## config.mk

```make
export PLATFORM = sky130hd
export DESIGN_NAME = morse_keyer
export DESIGN_NICKNAME = d
export VERILOG_FILES = /design/src/rtl/morse_pkg.sv /design/src/rtl/morse_lut.sv /design/src/rtl/morse_keyer.sv
export SDC_FILE = /design/constraint.sdc
export NUM_CORES = 1
export LEC_CHECK = 0
export ABC_CLOCK_PERIOD_IN_PS = 3100
export CAP_MARGIN = 15
export CORE_MARGIN = 3
export CORE_UTILIZATION = 51
export CTS_CLUSTER_SIZE = 8
export DETAILED_ROUTE_END_ITERATION = 12
export PLACE_DENSITY = 0.68
export SYNTH_ARGS = -nofsm -noshare
export SYNTH_HDL_FRONTEND = slang
export SYNTH_SLANG_ARGS = --single-unit
```

## constraint.sdc

```tcl
create_clock -name clock -period 3.1 [get_ports clock]
set_clock_uncertainty 0.1 [all_clocks]
set_input_delay 0.465 -clock clock [delete_from_list [all_inputs] [get_ports clock]]
set_output_delay 0.465 -clock clock [all_outputs]
set_load 0.02 [all_outputs]
```

## src/rtl/morse_pkg.sv

```systemverilog
// morse_pkg: shared constants, state type and code-word builder for the
// Morse keyer. A code word is five 2-bit symbols. The first symbol to key
// sits in bits [1:0]. Unused trailing symbols are filled with SYM_END.
package morse_pkg;

  // Symbol encodings inside a 10-bit code word
  localparam logic [1:0] SYM_DOT  = 2'b01;
  localparam logic [1:0] SYM_DASH = 2'b10;
  localparam logic [1:0] SYM_END  = 2'b11;

  // All-ones word marks a character with no Morse representation
  localparam logic [9:0] CODE_INVALID = 10'h3FF;

  // Element lengths in Morse time units
  localparam int DOT_UNITS     = 1;
  localparam int DASH_UNITS    = 3;
  localparam int SPACE_UNITS   = 1;
  localparam int CHARGAP_UNITS = 3;
  localparam int WORDGAP_UNITS = 4;

  // Longest single timed interval, used to size the unit counter
  localparam int MAX_UNITS = 4;

  localparam logic [7:0] ASCII_SPACE = 8'h20;

  // Keying sequencer states
  typedef enum logic [2:0] {
    ST_IDLE,
    ST_LOAD,
    ST_MARK,
    ST_SPACE,
    ST_CHARGAP,
    ST_WORDGAP
  } morse_state_e;

  // Builds a code word from a symbol count and a dot/dash pattern written
  // in reading order: pat[len-1] is the first symbol keyed, and 1 = dash.
  // The word is assembled last-symbol-first so the first symbol ends up in
  // bits [1:0].
  function automatic logic [9:0] build_code(input int len, input logic [4:0] pat);
    logic [9:0] code;
    logic [4:0] shifted;
    logic [1:0] sym;
    code = CODE_INVALID;
    for (int i = 4; i >= 0; i--) begin
      sym = SYM_END;
      if (i < len) begin
        shifted = pat >> (len - 1 - i);
        sym = shifted[0] ? SYM_DASH : SYM_DOT;
      end
      code = {code[7:0], sym};
    end
    return code;
  endfunction

endpackage

```

## src/rtl/morse_lut.sv

```systemverilog
// morse_lut: combinational ASCII to Morse code-word lookup covering the
// digits 0-9 and the upper-case letters A-Z (International Morse). Any
// other byte, including space, returns CODE_INVALID. Space is
// handled by the sequencer before this table is consulted.
module morse_lut
  import morse_pkg::*;
(
  input  logic [7:0] ascii,
  output logic [9:0] code
);

  // Table lookup; patterns read left to right, 1 = dash, 0 = dot
  always_comb begin
    code = CODE_INVALID;
    case (ascii)
      8'h30: code = build_code(5, 5'b11111); // 0 -----
      8'h31: code = build_code(5, 5'b01111); // 1 .----
      8'h32: code = build_code(5, 5'b00111); // 2 ..---
      8'h33: code = build_code(5, 5'b00011); // 3 ...--
      8'h34: code = build_code(5, 5'b00001); // 4 ....-
      8'h35: code = build_code(5, 5'b00000); // 5 .....
      8'h36: code = build_code(5, 5'b10000); // 6 -....
      8'h37: code = build_code(5, 5'b11000); // 7 --...
      8'h38: code = build_code(5, 5'b11100); // 8 ---..
      8'h39: code = build_code(5, 5'b11110); // 9 ----.
      8'h41: code = build_code(2, 5'b00001); // A .-
      8'h42: code = build_code(4, 5'b01000); // B -...
      8'h43: code = build_code(4, 5'b01010); // C -.-.
      8'h44: code = build_code(3, 5'b00100); // D -..
      8'h45: code = build_code(1, 5'b00000); // E .
      8'h46: code = build_code(4, 5'b00010); // F ..-.
      8'h47: code = build_code(3, 5'b00110); // G --.
      8'h48: code = build_code(4, 5'b00000); // H ....
      8'h49: code = build_code(2, 5'b00000); // I ..
      8'h4A: code = build_code(4, 5'b00111); // J .---
      8'h4B: code = build_code(3, 5'b00101); // K -.-
      8'h4C: code = build_code(4, 5'b00100); // L .-..
      8'h4D: code = build_code(2, 5'b00011); // M --
      8'h4E: code = build_code(2, 5'b00010); // N -.
      8'h4F: code = build_code(3, 5'b00111); // O ---
      8'h50: code = build_code(4, 5'b00110); // P .--.
      8'h51: code = build_code(4, 5'b01101); // Q --.-
      8'h52: code = build_code(3, 5'b00010); // R .-.
      8'h53: code = build_code(3, 5'b00000); // S ...
      8'h54: code = build_code(1, 5'b00001); // T -
      8'h55: code = build_code(3, 5'b00001); // U ..-
      8'h56: code = build_code(4, 5'b00001); // V ...-
      8'h57: code = build_code(3, 5'b00011); // W .--
      8'h58: code = build_code(4, 5'b01001); // X -..-
      8'h59: code = build_code(4, 5'b01011); // Y -.--
      8'h5A: code = build_code(4, 5'b01100); // Z --..
      default: code = CODE_INVALID;
    endcase
  end

endmodule

```

## src/rtl/morse_keyer.sv

```systemverilog
// morse_keyer: buffers ASCII characters in a small FIFO and keys them out
// as timed Morse on key_out (dot 1 unit, dash 3, intra-character space 1,
// character gap 3, word gap 4 on top of the preceding character gap).
// Optional build macro MORSE_LOWERCASE_EN: when defined, a-z are folded to
// A-Z before lookup; otherwise lower-case characters are dropped as invalid.
module morse_keyer
  import morse_pkg::*;
#(
  parameter int UNIT_CYCLES = 4,
  parameter int FIFO_DEPTH  = 8
) (
  input  logic       clock,
  input  logic       resetn,
  input  logic       in_valid,
  output logic       in_ready,
  input  logic [7:0] in_ascii,
  output logic       key_out,
  output logic       busy,
  output logic       char_done,
  output logic       err_invalid
);

  localparam int PTR_W  = (FIFO_DEPTH > 1) ? $clog2(FIFO_DEPTH) : 1;
  localparam int FCNT_W = $clog2(FIFO_DEPTH + 1);
  localparam int CNT_W  = $clog2(MAX_UNITS * UNIT_CYCLES + 1);

  // Final counter value of each timed interval
  localparam logic [CNT_W-1:0] DOT_LAST     = CNT_W'(DOT_UNITS * UNIT_CYCLES - 1);
  localparam logic [CNT_W-1:0] DASH_LAST    = CNT_W'(DASH_UNITS * UNIT_CYCLES - 1);
  localparam logic [CNT_W-1:0] SPACE_LAST   = CNT_W'(SPACE_UNITS * UNIT_CYCLES - 1);
  localparam logic [CNT_W-1:0] CHARGAP_LAST = CNT_W'(CHARGAP_UNITS * UNIT_CYCLES - 1);
  localparam logic [CNT_W-1:0] WORDGAP_LAST = CNT_W'(WORDGAP_UNITS * UNIT_CYCLES - 1);

  // One cycle before the end of a gap, so the registered pulse lands on the last cycle
  localparam logic [CNT_W-1:0] CHARGAP_PRE  = CNT_W'(CHARGAP_UNITS * UNIT_CYCLES - 2);
  localparam logic [CNT_W-1:0] WORDGAP_PRE  = CNT_W'(WORDGAP_UNITS * UNIT_CYCLES - 2);

  localparam logic [FCNT_W-1:0] FIFO_FULL = FCNT_W'(FIFO_DEPTH);

  logic [7:0]        fifo_mem [FIFO_DEPTH];
  logic [PTR_W-1:0]  wr_ptr;
  logic [PTR_W-1:0]  rd_ptr;
  logic [FCNT_W-1:0] fifo_count;
  logic              push;
  logic              pop;

  morse_state_e      state;
  logic [CNT_W-1:0]  unit_cnt;
  logic [9:0]        shreg;
  logic [2:0]        sym_cnt;
  logic [7:0]        char_reg;
  logic [7:0]        lut_char;
  logic [9:0]        lut_code;
  logic [CNT_W-1:0]  mark_last;

  assign in_ready = (fifo_count != FIFO_FULL);
  assign push     = in_valid && in_ready;
  assign pop      = (state == ST_IDLE) && (fifo_count != '0);
  assign busy     = (fifo_count != '0) || (state != ST_IDLE);

  // Dash marks run three units, everything else one
  assign mark_last = (shreg[1:0] == SYM_DASH) ? DASH_LAST : DOT_LAST;

`ifdef MORSE_LOWERCASE_EN
  assign lut_char = ((char_reg >= 8'h61) && (char_reg <= 8'h7A)) ? (char_reg - 8'h20) : char_reg;
`else
  assign lut_char = char_reg;
`endif

  morse_lut u_lut (
    .ascii (lut_char),
    .code  (lut_code)
  );

  // Character storage; contents need no reset because the count guards reads
  always_ff @(posedge clock) begin
    if (push) begin
      fifo_mem[wr_ptr] <= in_ascii;
    end
  end

  // FIFO pointers wrap naturally; full/empty comes only from the count
  always_ff @(posedge clock or negedge resetn) begin
    if (!resetn) begin
      wr_ptr     <= '0;
      rd_ptr     <= '0;
      fifo_count <= '0;
    end else begin
      if (push) begin
        wr_ptr <= wr_ptr + PTR_W'(1);
      end
      if (pop) begin
        rd_ptr <= rd_ptr + PTR_W'(1);
      end
      case ({push, pop})
        2'b10:   fifo_count <= fifo_count + FCNT_W'(1);
        2'b01:   fifo_count <= fifo_count - FCNT_W'(1);
        default: fifo_count <= fifo_count;
      endcase
    end
  end

  // Keying sequencer with registered key_out, char_done and err_invalid
  always_ff @(posedge clock or negedge resetn) begin
    if (!resetn) begin
      state       <= ST_IDLE;
      unit_cnt    <= '0;
      shreg       <= '0;
      sym_cnt     <= '0;
      char_reg    <= '0;
      key_out     <= 1'b0;
      char_done   <= 1'b0;
      err_invalid <= 1'b0;
    end else begin
      char_done   <= 1'b0;
      err_invalid <= 1'b0;
      case (state)
        ST_IDLE: begin
          unit_cnt <= '0;
          if (pop) begin
            char_reg <= fifo_mem[rd_ptr];
            state    <= ST_LOAD;
          end
        end
        ST_LOAD: begin
          unit_cnt <= '0;
          if (char_reg == ASCII_SPACE) begin
            state <= ST_WORDGAP;
          end else if (lut_code == CODE_INVALID) begin
            err_invalid <= 1'b1;
            state       <= ST_IDLE;
          end else begin
            shreg   <= lut_code;
            sym_cnt <= '0;
            key_out <= 1'b1;
            state   <= ST_MARK;
          end
        end
        ST_MARK: begin
          if (unit_cnt == mark_last) begin
            unit_cnt <= '0;
            key_out  <= 1'b0;
            shreg    <= {SYM_END, shreg[9:2]};
            sym_cnt  <= sym_cnt + 3'd1;
            if ((shreg[3:2] == SYM_END) || (sym_cnt == 3'd4)) begin
              state <= ST_CHARGAP;
            end else begin
              state <= ST_SPACE;
            end
          end else begin
            unit_cnt <= unit_cnt + CNT_W'(1);
          end
        end
        ST_SPACE: begin
          if (unit_cnt == SPACE_LAST) begin
            unit_cnt <= '0;
            key_out  <= 1'b1;
            state    <= ST_MARK;
          end else begin
            unit_cnt <= unit_cnt + CNT_W'(1);
          end
        end
        ST_CHARGAP: begin
          if (unit_cnt == CHARGAP_PRE) begin
            char_done <= 1'b1;
          end
          if (unit_cnt == CHARGAP_LAST) begin
            unit_cnt <= '0;
            state    <= ST_IDLE;
          end else begin
            unit_cnt <= unit_cnt + CNT_W'(1);
          end
        end
        ST_WORDGAP: begin
          if (unit_cnt == WORDGAP_PRE) begin
            char_done <= 1'b1;
          end
          if (unit_cnt == WORDGAP_LAST) begin
            unit_cnt <= '0;
            state    <= ST_IDLE;
          end else begin
            unit_cnt <= unit_cnt + CNT_W'(1);
          end
        end
        default: begin
          unit_cnt <= '0;
          key_out  <= 1'b0;
          state    <= ST_IDLE;
        end
      endcase
    end
  end

endmodule

```

# After elaboration in Yosys (flattened, before gate mapping)
# Memories as Yosys holds them, arrays and structs flattened. A register that Yosys moved wholly into a read port is not among the register bits.
# Index checks and enable logic that the tools add are counted.
# totals
register_bits	34
mem_bits_rw	64
mem_bits_ro	1280
inputBits	11
out_inout_bits	5
wordCells	98
memories	2
# memory_table
memory	words	word_bits	rd	rd_ports_with_merged_regs	wr	line	rtl
(no name shown)	128	10	1	0	0	morse_lut.sv:15	case (ascii)
fifo_mem	8	8	1	1	1	morse_keyer.sv:40	logic [7:0] fifo_mem [FIFO_DEPTH];
# op_classes
addsub	6
eq_ne	26
mux	38
bitwise	1
n_reduce_logical	15
# ops
op	count
10-bit two-way mux	4
3-bit two-way mux	10
5-bit by 4-bit equality test with 1-bit output (second input constant)	4
5-bit two-way mux	4
10-bit one-hot mux with 2 select lines	1
5-bit one-hot mux with 4 select lines	1
3-bit one-hot mux with 6 select lines	1
2-bit != test (second input constant)	7
1-bit two-way mux	11
10-bit equality test (second input constant)	1
5-bit AND reduction	2
3-bit by 1-bit adder with 3-bit output (second input constant)	3
3-bit equality test (second input constant)	3
8-bit by 6-bit equality test with 1-bit output (second input constant)	1
4-bit one-hot mux with 2 select lines	1
2-bit equality test (second input constant)	3
3-bit by 2-bit equality test with 1-bit output (second input constant)	2
3-bit one-hot mux with 2 select lines	1
5-bit by 1-bit adder with 5-bit output (second input constant)	1
5-bit by 2-bit equality test with 1-bit output (second input constant)	1
5-bit by 4-bit equality test with 1-bit output	1
4-bit by 1-bit adder with 4-bit output (second input constant)	1
4-bit two-way mux	1
4-bit != test (second input constant)	1
17 further kinds	20

# Depth between registers and ports, before layout
# An unclocked memory read counts as a cell.
# depth
ltp_word	6
depth_mapped	11

# By module
# A second synthesis with hierarchy kept.
# unflattened
cells_unflattened	429
hier_area_um2	5489.0
# modules_own_cells
module	instances	cells_per_inst	area_per_inst_um2	seq_area_each_um2
morse_keyer	1	316	4719.5	2972.9
morse_lut	1	113	769.5	0.0

# Worst setup path before layout
# OpenSTA, ideal clock, no wires.
# synth_path
path_kind	register to register
startpoint	reg char_reg[1], read port of fifo_mem
endpoint	reg shreg[3]
setup_time_ps	125
arrival_ps	2608
required_time_ps	2875
setup_slack_ps	267
stages_incl_launch_ff	11
path_buffers	1
period_less_slack_ps	2833
cell_sequence	dfrtp_1 -> buf_2 -> inv_1 -> ha_1 -> nand2b_1 -> a21o_1 -> a31oi_1 -> a32o_1 -> or4_4 -> o31ai_4 -> mux2_4
# synth_between
elab_chain_len	5
word_cells_on_any_way	10
cone_classes	4 x eq/ne; 4 x mux; 1 x reduce/logical; 1 x memory
# synth_lines
item	line	rtl
from (decl)	morse_keyer.sv:51	logic [7:0] char_reg;
memory read 128 x 10 bit	-	
10-bit two-way mux	morse_lut.sv:15	
10-bit equality test / 10-bit two-way mux (equally long branches)	morse_keyer.sv:129	end else if (lut_code == CODE_INVALID) begin
2-bit != test (no line) / 10-bit two-way mux (equally long branches)	-	
4-bit AND reduction (no line) / 10-bit one-hot mux with 2 select lines (equally long branches)	-	
to (signal assigned)	morse_keyer.sv:133	shreg <= lut_code;
to (signal assigned)	morse_keyer.sv:143	shreg <= {SYM_END, shreg[9:2]};
to (decl)	morse_keyer.sv:49	logic [9:0] shreg;
# Parallel ways exist; a longest one is shown, timed or not. The select of a mux whose other input is x is not followed.
# A chain may end at the register's enable or synchronous reset.

# Worst setup path in the final report
# layout_path
startpoint	reg char_reg[3], read port of fifo_mem
endpoint	reg shreg[6]
# The elaborated chain is that of the path after synthesis.

==> results.md <==
- Power Dens Cells: 984.1 nW/µm²
- VDD IR-drop max: 0.6124 mV
- Status: finished, final reports clean
- IO buf count: 15
- Gp weighted congestion: 0.9396
- Worst-path clk slew: 0.12 ns
- Clock latency on the worst-skew pair: 0.38 ns
- Setup TNS: 0 ns
- FF-to-FF setup slack: 0.17 ns
- DRT Pass-1 Iters: 4
- Initial Util: 52.55%
- Post-DP HPWL: 7863 µm
- Crit Path Category: flip-flop to flip-flop
- Tmin final: 2.927 ns
- Area Overhead vs Synth: 10.91%
- DRC viols: 0
- Tcrit/Tclk final: 94.42%
- H-Tree Depth: 3
- Routed via count: 3625
- Largest net degree at the start of global routing: 43
- R2r endpoint: shreg[6]$_DFFE_PN0P_
- FF+latch count, synth: 106
- CP Launch Type: flip-flop
- MaxCap Viol Count: 0
- Gr usage total: 20.51%
- Area leader, netlist: edfxtp_1
- # diodes: 0
- Number of synthesized flops with an enable pin: 64
- Pin slew with the least headroom to its limit: 0.9546 ns
- Die X: 109.4 µm
- Yosys top cell area share: 35.27%
- Drt initial violations: 171
- Highest clock rate: 341.7 MHz
- First-pass GRT wire length: 18530 µm
- Placed Cells: 589
- Syn Nets: 471
- Slew HR: 36.36%
- Required @ worst endpoint: 3.27 ns
- Worst Path Arrival: 3.09 ns
- Number of slew-limit violations in the final report: 0
- Yosys warns: 0
- CP Capture Type: flip-flop
- CTS Buf Count: 9
- Root buf cell: clkbuf_8
- Distinct cell type count after synthesis: 66
- FP Rows: 37
- Antenna viol nets, final: 0
- WL/cell: 18.57 µm
- Maximum clock insertion buffer count: 2
- Worst Hold Class: input pin to async pin
- Asr flop ratio synth: 39.62%
- DP Worst Slack: 0.1148 ns
- Cells after Synth: 437
- Die area: 11960 µm²
- Die height: 109.4 µm
- Aggregate global routing overflow: 0
- Vias in the first global route: 3646
- RSZ-0062 raised after global routing: false
- Final Hold Fails: 0
- CTS tree: done
- Layout cell share with drive strength beyond 1: 15.57%
- Largest register FFs: 64
- Syn_area_per_cell: 12.47 µm²
- Core footprint: 10370 µm²
- Clock sink total: 106
- Top cells by area, synth: edfxtp_1 35%, dfrtp_1 19%, mux4_2 6.6%, ha_1 5.1%, nand2_1 2.5%
- Final Setup Violations: 0
- Mapped cell area: 5449 µm²
- Post-Route WL: 11230 µm
- Drt via density: 5.992
- Static Leakage: 2.292 nW
- Reg2reg path depth: 8
- RR Startpoint: char_reg[3]$_DFFE_PN0P_
- Synth Flop Type: edfxtp_1
- Post-route setup slack: 0.1731 ns
- Non-filler instance count after layout: 605
- Ports: 16
- Final net count: 498
- Fillers: 850
- Antenna violations before repair: 0
- Max Fanout on Critical Path: 14
- Seq/Total Area, Yosys: 54.56%
==> power breakdown <==
group / internal (W) / switching (W)
Clock: 0.000396 / 0.000515
Sequential: 0.00187 / 0.000381
Combinational: 0.00126 / 0.00152
==> kinds of logic (layout without fill, tap and decap cells) <==
family          after synthesis  after routing  synth area share, %
xor+xnor                     13             13                2.090
flops                       106            106                54.56
buf+inv                      45             77                3.858
mux                          31             31                9.644
fa+ha+maj                    23             23                5.419
compound gates               87             87                11.41
simple gates                132            132                13.02
==> through the flow <==
| stage | util [%] | hold WS (ns) | power, W | cell area [µm²] |
|---|---|---|---|---|
| 2_1_floorplan | - | 0.06941 | 0.004290 | 5449 |
| 3_3_place_gp | 56.21 | 0.3700 | 0.004986 | 5829 |
| 3_5_place_dp | 56.21 | 0.3765 | 0.005053 | 5829 |
| 4_1_cts | 58.27 | 0.1312 | 0.005971 | 6042 |
| 5_1_grt | 58.28 | 0.1771 | 0.006385 | 6043 |
| 6_report | 58.28 | 0.1226 | 0.005947 | 6043 |
==> placed cells by master (no fill, tap or decap), types with 4 or more instances in the layout <==
cell type	n
nand2b_1	11
nor4b_1	4
mux4_2	16
xnor2_1	11
a21o_1	6
nand2_1	36
inv_1	22
o21ai_0	20
nor4_1	5
nand3_1	10
mux2i_1	9
nor3_1	6
a221o_1	7
a31oi_1	4
ha_1	22
and4_1	6
a211oi_1	4
nand4_1	4
a21oi_1	12
dfrtp_1	41
and3_1	4
mux2_2	4
clkbuf_8	9
edfxtp_1	64
clkdlybuf4s50_1	14
nor2_1	24
buf_4	23
==> cell usage after synthesis (10+ instances only) <==
library cell / n
nand3_1: 10
mux4_2: 16
o21ai_0: 20
ha_1: 22
xnor2_1: 11
nand2b_1: 11
a21oi_1: 12
inv_1: 22
nand2_1: 36
nor2_1: 24
edfxtp_1: 64
dfrtp_1: 42
==> metal layers <==
layer | part of all wire [%] | routed length [µm] | global-route usage [%]
met5 | 0 | 0 | 0
met2 | 50 | 5668 | 34.22
met1 | 42 | 4769 | 26.82
met3 | 5.5 | 613 | 5.050
met4 | 1.6 | 181 | 5.788
==> worst max-delay path, cell delays in order (launching register included) <==
cell,delay [ns]
dfrtp_1,0.61
buf_4,0.23
nor3b_1,0.23
a311oi_1,0.08
o221ai_1,0.26
nand3_1,0.12
or4_4,0.45
or2_1,0.35
a221o_1,0.37
==> repair_timing <==
| action | CTS | global route |
|---|---|---|
| setup endpoints to repair | 0 | 10 |
| hold endpoints to repair | 0 | 0 |
| setup buffers | 0 | 0 |
| hold buffers | 0 | 0 |
| gates resized for setup | 0 | 2 |
==> worst max path at each step <==
stage | to | depth (start not counted) | startpoint | slack (ns)
after global placement | shreg[5]$_DFFE_PN0P_ | 8 | char_reg[3]$_DFFE_PN0P_ | 0.16
after detailed placement | shreg[6]$_DFFE_PN0P_ | 9 | char_reg[0]$_DFFE_PN0P_ | 0.11
after CTS | shreg[6]$_DFFE_PN0P_ | 9 | char_reg[0]$_DFFE_PN0P_ | 0.08
final | shreg[6]$_DFFE_PN0P_ | 8 | char_reg[3]$_DFFE_PN0P_ | 0.17
after floorplan | shreg[3]$_DFFE_PN0P_ | 10 | char_reg[1]$_DFFE_PN0P_ | 0.27
after global routing | shreg[1]$_DFFE_PN0P_ | 10 | char_reg[1]$_DFFE_PN0P_ | 0.01
==> final cells by class <==
| class | instances | area, µm² | area share (%) |
|---|---|---|---|
| sequential | 106 | 2974 | 49.21 |
| multi-input combinational | 286 | 2266 | 37.49 |
| timing repair buffer | 39 | 337.8 | 5.590 |
| tap | 136 | 170.2 | 2.816 |
| clock buffer | 9 | 123.9 | 2.050 |
| clock inverter | 7 | 88.84 | 1.470 |
| inverter | 22 | 82.58 | 1.366 |
(Power assumes the default switching activity.)
